[config.mk]
export PLATFORM = sky130hd
export DESIGN_NAME = mux_arb_n
export DESIGN_NICKNAME = d
export VERILOG_FILES = /design/src/rtl/mux_pkg.sv /design/src/rtl/rr_arbiter.sv /design/src/rtl/mux_arb_n.sv
export SDC_FILE = /design/constraint.sdc
export NUM_CORES = 1
export LEC_CHECK = 0
export CAP_MARGIN = 30
export CORE_UTILIZATION = 31
export CTS_BUF_LIST = sky130_fd_sc_hd__clkbuf_4 sky130_fd_sc_hd__clkbuf_8 sky130_fd_sc_hd__clkbuf_16
export CTS_CLUSTER_DIAMETER = 40
export DETAILED_ROUTE_END_ITERATION = 8
export PLACE_DENSITY = 0.81
export SYNTH_ARGS = -nofsm -noshare
export SYNTH_HDL_FRONTEND = slang
export SYNTH_SLANG_ARGS = --single-unit
[constraint.sdc]
create_clock -name clk -period 3.6 [get_ports clk]
set_clock_uncertainty 0.05 [all_clocks]
set_input_delay 1.08 -clock clk [delete_from_list [all_inputs] [get_ports clk]]
set_output_delay 1.08 -clock clk [all_outputs]
set_load 0.02 [all_outputs]
[src/rtl/mux_pkg.sv]
// mux_pkg
// Shared definitions for the N-to-1 arbitrated mux.
// Contents:
//   mode_e : arbitration mode encoding carried on the 2-bit mode port.
package mux_pkg;

   typedef enum logic [1:0] {
      MODE_FIXED = 2'b00,   // lowest index wins
      MODE_RR    = 2'b01,   // rotating priority starting at ptr
      MODE_FORCE = 2'b10,   // only channel sel may be granted
      MODE_RSVD  = 2'b11    // no grants
   } mode_e;

endpackage

[src/rtl/rr_arbiter.sv]
// rr_arbiter
// Purely combinational one-hot grant generator.
// Ports:
//   req   [N-1:0]  in  per-channel request
//   ptr   [SW-1:0] in  round-robin start index
//   mode  [1:0]    in  arbitration mode (mux_pkg::mode_e)
//   sel   [SW-1:0] in  forced-select channel index
//   grant [N-1:0]  out one-hot (or zero) grant
module rr_arbiter
   import mux_pkg::*;
#(
   parameter int N  = 4,
   parameter int SW = $clog2(N)
) (
   input  logic [N-1:0]  req,
   input  logic [SW-1:0] ptr,
   input  logic [1:0]    mode,
   input  logic [SW-1:0] sel,
   output logic [N-1:0]  grant
);

   localparam logic [N-1:0] L_ONE = {{(N-1){1'b0}}, 1'b1};

   // Isolates the lowest set bit (two's-complement trick).
   function automatic logic [N-1:0] f_lowest(input logic [N-1:0] x);
      return x & (~x + L_ONE);
   endfunction

   logic [N-1:0] w_hi_mask;
   logic [N-1:0] w_req_hi;

   // Bits at or above ptr; scanning these first, then wrapping to the
   // full request vector, gives the ptr-upward circular search.
   always_comb begin
      w_hi_mask = '0;
      for (int i = 0; i < N; i++) begin
         w_hi_mask[i] = (i >= int'(ptr));
      end
   end

   assign w_req_hi = req & w_hi_mask;

   always_comb begin
      grant = '0;
      case (mode_e'(mode))
         MODE_FIXED: grant = f_lowest(req);
         MODE_RR:    grant = (|w_req_hi) ? f_lowest(w_req_hi) : f_lowest(req);
         MODE_FORCE: begin
            // sel values beyond N-1 match no channel and grant nothing.
            for (int i = 0; i < N; i++) begin
               grant[i] = req[i] & (int'(sel) == i);
            end
         end
         default:    grant = '0;
      endcase
   end

endmodule

[src/rtl/mux_arb_n.sv]
// mux_arb_n
// N-channel arbitrated mux with a single registered output stage.
// Ports:
//   clk                in  clock, rising edge
//   resetn             in  synchronous active-low reset
//   src_valid [N-1:0]  in  per-channel request
//   src_data  [N*W-1:0] in packed channel data, channel i at [i*W +: W]
//   src_ready [N-1:0]  out per-channel accept (at most one set)
//   mode      [1:0]    in  arbitration mode
//   sel       [SW-1:0] in  forced-select channel
//   out_valid          out output stage holds a beat
//   out_data  [W-1:0]  out registered beat data
//   out_idx   [SW-1:0] out source channel of the beat
//   out_ready          in  downstream accept
module mux_arb_n
   import mux_pkg::*;
#(
   parameter int N  = 4,
   parameter int W  = 32,
   parameter int SW = $clog2(N)
) (
   input  logic           clk,
   input  logic           resetn,
   input  logic [N-1:0]   src_valid,
   input  logic [N*W-1:0] src_data,
   output logic [N-1:0]   src_ready,
   input  logic [1:0]     mode,
   input  logic [SW-1:0]  sel,
   output logic           out_valid,
   output logic [W-1:0]   out_data,
   output logic [SW-1:0]  out_idx,
   input  logic           out_ready
);

   localparam logic [SW-1:0] L_LAST = SW'(N - 1);

   logic          r_out_valid;
   logic [W-1:0]  r_out_data;
   logic [SW-1:0] r_out_idx;
   logic [SW-1:0] r_ptr;

   logic          w_load_en;
   logic [N-1:0]  w_grant;
   logic          w_hs;
   logic [W-1:0]  w_sel_data;
   logic [SW-1:0] w_sel_idx;

   rr_arbiter #(
      .N  (N),
      .SW (SW)
   ) u_arb (
      .req   (src_valid),
      .ptr   (r_ptr),
      .mode  (mode),
      .sel   (sel),
      .grant (w_grant)
   );

   assign w_load_en = ~r_out_valid | out_ready;
   // Gating with resetn keeps sources from seeing an accept that the
   // reset edge would then discard.
   assign src_ready = w_grant & {N{w_load_en & resetn}};
   assign w_hs      = |(src_ready & src_valid);

   // Grant is one-hot, so a plain AND-OR selects data and index.
   always_comb begin
      w_sel_data = '0;
      w_sel_idx  = '0;
      for (int i = 0; i < N; i++) begin
         w_sel_data = w_sel_data | (src_data[i*W +: W] & {W{w_grant[i]}});
         w_sel_idx  = w_sel_idx  | (SW'(i) & {SW{w_grant[i]}});
      end
   end

   always_ff @(posedge clk) begin
      if (!resetn) begin
         r_out_valid <= 1'b0;
         r_out_data  <= '0;
         r_out_idx   <= '0;
         r_ptr       <= '0;
      end else if (w_load_en) begin
         if (w_hs) begin
            r_out_valid <= 1'b1;
            r_out_data  <= w_sel_data;
            r_out_idx   <= w_sel_idx;
            r_ptr       <= (w_sel_idx == L_LAST) ? '0 : w_sel_idx + SW'(1);
         end else begin
            r_out_valid <= 1'b0;
         end
      end
   end

   assign out_valid = r_out_valid;
   assign out_data  = r_out_data;
   assign out_idx   = r_out_idx;

endmodule

==> results.py <==
metrics = {
    "hold_path": {
        "timing.hold.worst.class": "flop to flop",
    },
    "yosys": {
        "syn-cell-area_um2": 2306,
        "synth.yosys.seq_area_share_pct": 32.12,
        "synth_top_flop_cell": "sky130_fd_sc_hd__dfxtp_1",
        "postSynthRegisterBits": 37,
        "mapped_avg_cell_area_um2": 8.903,
        "synth_edf_count": 0,
        "post_synth_num_cell_types": 39,
        "synth.net_count": 398,
        "yosysWarningCount": 0,
        "asyncSetResetFlopFracSynth_pct": 0,
        "post_synthesis_cell_count": 259,
    },
    "cells_and_area": {
        "flow.area_growth_from_synthesis_pct": 93.38,
        "antenna-diode-count": 0,
        "final_net_count": 575,
        "final_util_pct": 61.81,
        "final_layout_size_suffix_gt1_share_pct": 14.65,
    },
    "timing": {
        "postLayoutSetupSlackWorst_ns": 0.06683,
        "setup-violations-final": 0,
        "timing.max_slew.rel_slack_pct": 71.67,
        "timing.final.hold_violations": 0,
        "tns_ns": 0,
        "worst-slew-pin-transition_ns": 0.4250,
        "maxSlewViolCount": 0,
        "timing.fmax_mhz": 283.0,
        "post-route-min-period_ns": 3.533,
        "final_worst_path_cycle_share_pct": 98.14,
        "grt_setup_unrepaired": "no",
    },
    "placement": {
        "gpl.final_weighted_congestion": 0.7941,
        "dp_slack_ns": -0.7868,
        "detailed_placer_s_ending_hpwl_um": 6961,
        "port_buffers": 177,
    },
    "detailed_routing": {
        "vias": 3057,
        "routedWlPerCell_um": 17.55,
        "drc": 0,
        "drt.antenna.violating_nets": 0,
        "routed_wl_um": 9409,
        "drtIter0Drc": 122,
        "via_per_inst": 5.703,
        "drt-pass1-iter-count": 4,
    },
    "die": {
        "die_area_um2": 7787,
        "dieHeight_um": 88.25,
        "start_util_pct": 31.96,
        "floorplan.die.width_um": 88.25,
        "core_um2": 7214,
        "io_pins": 178,
        "floorplan.rows": 31,
    },
    "global_route": {
        "global_route_wire_length_before_repair_um": 14080,
        "via_count_of_the_first_global_routing_pass": 2914,
        "pin_count_of_the_biggest_net_entering_global_routing": 37,
        "antenna_violations_before_repair": 0,
        "grtUsageTotal_pct": 23.56,
        "overflow": 0,
    },
    "pwr": {
        "pwr-share-comb_pct": 44.8,
        "power.internal_mw": 0.9604,
        "switching_share_of_total_power_pct": 32.77,
        "power_density_nw_per_um2": 320.4,
        "power.share.sequential_pct": 34.2,
        "power_frac_clock_pct": 21.0,
        "ir_drop_mv": 0.1984,
        "power.leakage_nw": 1.548,
        "power.switching_mw": 0.4681,
    },
    "worst_setup_path": {
        "critical_path_maximum_fanout": 6,
        "worst_ep_required_time_ns": 2.47,
        "setup.worst_path.start_class": "input pin",
        "worst_setup_path_end_kind": "output pin",
        "worstPathArrival_ns": 2.40,
        "worstSetupPathType": "input pin to output pin",
    },
    "clock_tree": {
        "tritoncts_clock_tree": "built",
        "hold_buf_count_cts": 0,
        "tritoncts.num_buffers": 5,
        "clk_pin_slew_ns": 0.07,
        "clk_root_buffer_cell": "sky130_fd_sc_hd__clkbuf_8",
        "clock_path_buffers": 2,
        "numClockSinks": 37,
        "cts-htree-levels": 2,
        "post_cts_buffers": 0,
        "clkLatencyLatePin_ns": 0.28,
    },
    "run_status": {
        "outcome": "completed",
    },
    "job": {
        "max-cap-violations": 0,
    },
}
## cells by family (layout without fill, tap and decap cells)
logic type / count (synthesis) / after routing / synth area share (%)
AND/OR/NAND/NOR: 30 / 30 / 7.542
buffers and inverters: 38 / 216 / 7.053
flip-flops: 37 / 37 / 32.12
AO/OA/AOI/OAI: 154 / 154 / 53.28
## critical path: stages
cell	delay (ns)
sky130_fd_sc_hd__clkdlybuf4s15_2	0.23
sky130_fd_sc_hd__o21ba_4	0.22
sky130_fd_sc_hd__a211oi_4	0.20
sky130_fd_sc_hd__a221oi_4	0.10
sky130_fd_sc_hd__or2_2	0.30
sky130_fd_sc_hd__nor2b_4	0.12
sky130_fd_sc_hd__buf_2	0.16
## state kept, by name, indices dropped and copies added (netlist names)
| register | flops |
|---|---|
| out_data | 32 |
| out_idx | 2 |
| r_ptr | 2 |
| out_valid | 1 |
## Yosys cell counts (3+ instances only)
library cell	number	share of area (%)
sky130_fd_sc_hd__clkbuf_1	25	4.1
sky130_fd_sc_hd__nand2b_1	4	1.1
sky130_fd_sc_hd__a21oi_1	7	1.5
sky130_fd_sc_hd__inv_1	3	0.49
sky130_fd_sc_hd__a32o_1	32	14
sky130_fd_sc_hd__nor2_1	5	0.81
sky130_fd_sc_hd__o211ai_1	32	10
sky130_fd_sc_hd__nor2b_1	5	1.4
sky130_fd_sc_hd__dfxtp_1	37	32
sky130_fd_sc_hd__nand2_1	4	0.65
sky130_fd_sc_hd__buf_2	7	1.5
sky130_fd_sc_hd__a221oi_1	33	13
sky130_fd_sc_hd__o21ai_1	30	6.5
sky130_fd_sc_hd__buf_4	3	0.98
sky130_fd_sc_hd__o21ai_0	5	1.1
## what timing repair did
item | in CTS | in global routing
pin swaps | 6 | 3
resized for setup | 36 | 8
endpoints found under the setup margin | 29 | 3
## layer usage
layer / part of all wire, % / track usage [%] / up-vias
li1: - / - / 1443
met1: 39 / 26.10 / 1475
met2: 52 / 43.57 / 127
met3: 6.9 / 5.784 / 12
met4: 1.6 / 8.358 / 0
met5: 0 / 0 / -
## power groups by stage
stage	combinational (mW)	sequential, mW	clock (mW)
3_3_place_gp	0.625	0.494	0
4_1_cts	0.643	0.488	0.307
3_5_place_dp	0.638	0.496	0
5_1_grt	0.683	0.494	0.329
2_1_floorplan	0.244	0.546	0
6_report	0.640	0.489	0.300
## layout by cell type (no fill, tap or decap), drive strengths merged, types with 2 or more instances in the layout
cell	Yosys	layout
a211oi	2	2
nand2b	4	4
a32o	32	32
dlygate4sd2	0	4
clkdlybuf4s50	0	165
o21ai	35	35
o221a	2	2
buf	10	34
or2	2	2
a221oi	34	34
dfxtp	37	37
clkbuf	25	6
o211ai	32	32
nor2	5	5
clkinv	0	2
nor2b	5	5
nand3b	2	2
inv	3	3
a21oi	8	8
nand2	4	4
## cell type report
| cell class | count | area (um2) |
|---|---|---|
| Multi-Input combinational cell | 184 | 1496 |
| Inverter | 3 | 11.26 |
| Fill cell | 641 | 2755 |
| Sequential cell | 37 | 740.7 |
| Clock inverter | 2 | 13.76 |
| Tap cell | 99 | 123.9 |
| Timing Repair Buffer | 205 | 1991 |
| Clock buffer | 6 | 82.58 |
## final timing paths
check	start	end	slack, ns	depth (start not counted)
setup reg to reg	r_ptr[1]	out_idx[0]	0.96	9
hold / removal	out_idx[0]	out_idx[0]	0.42	2
hold reg to reg	out_idx[0]	out_idx[0]	0.42	2
setup / recovery	src_valid[2]	src_ready[2]	0.07	7
## through the flow
step	hold slack, ns	power [mW]	instance area, um2	cells
floorplan	0.4754	0.7894	2371	259
global placement	0.3908	1.119	4350	528
detailed placement	0.4020	1.135	4350	528
CTS	0.4162	1.438	4458	536
global route	0.4366	1.506	4459	536
finish	0.4167	1.429	4459	536
Note: power is estimated with default switching activity, not from simulation.
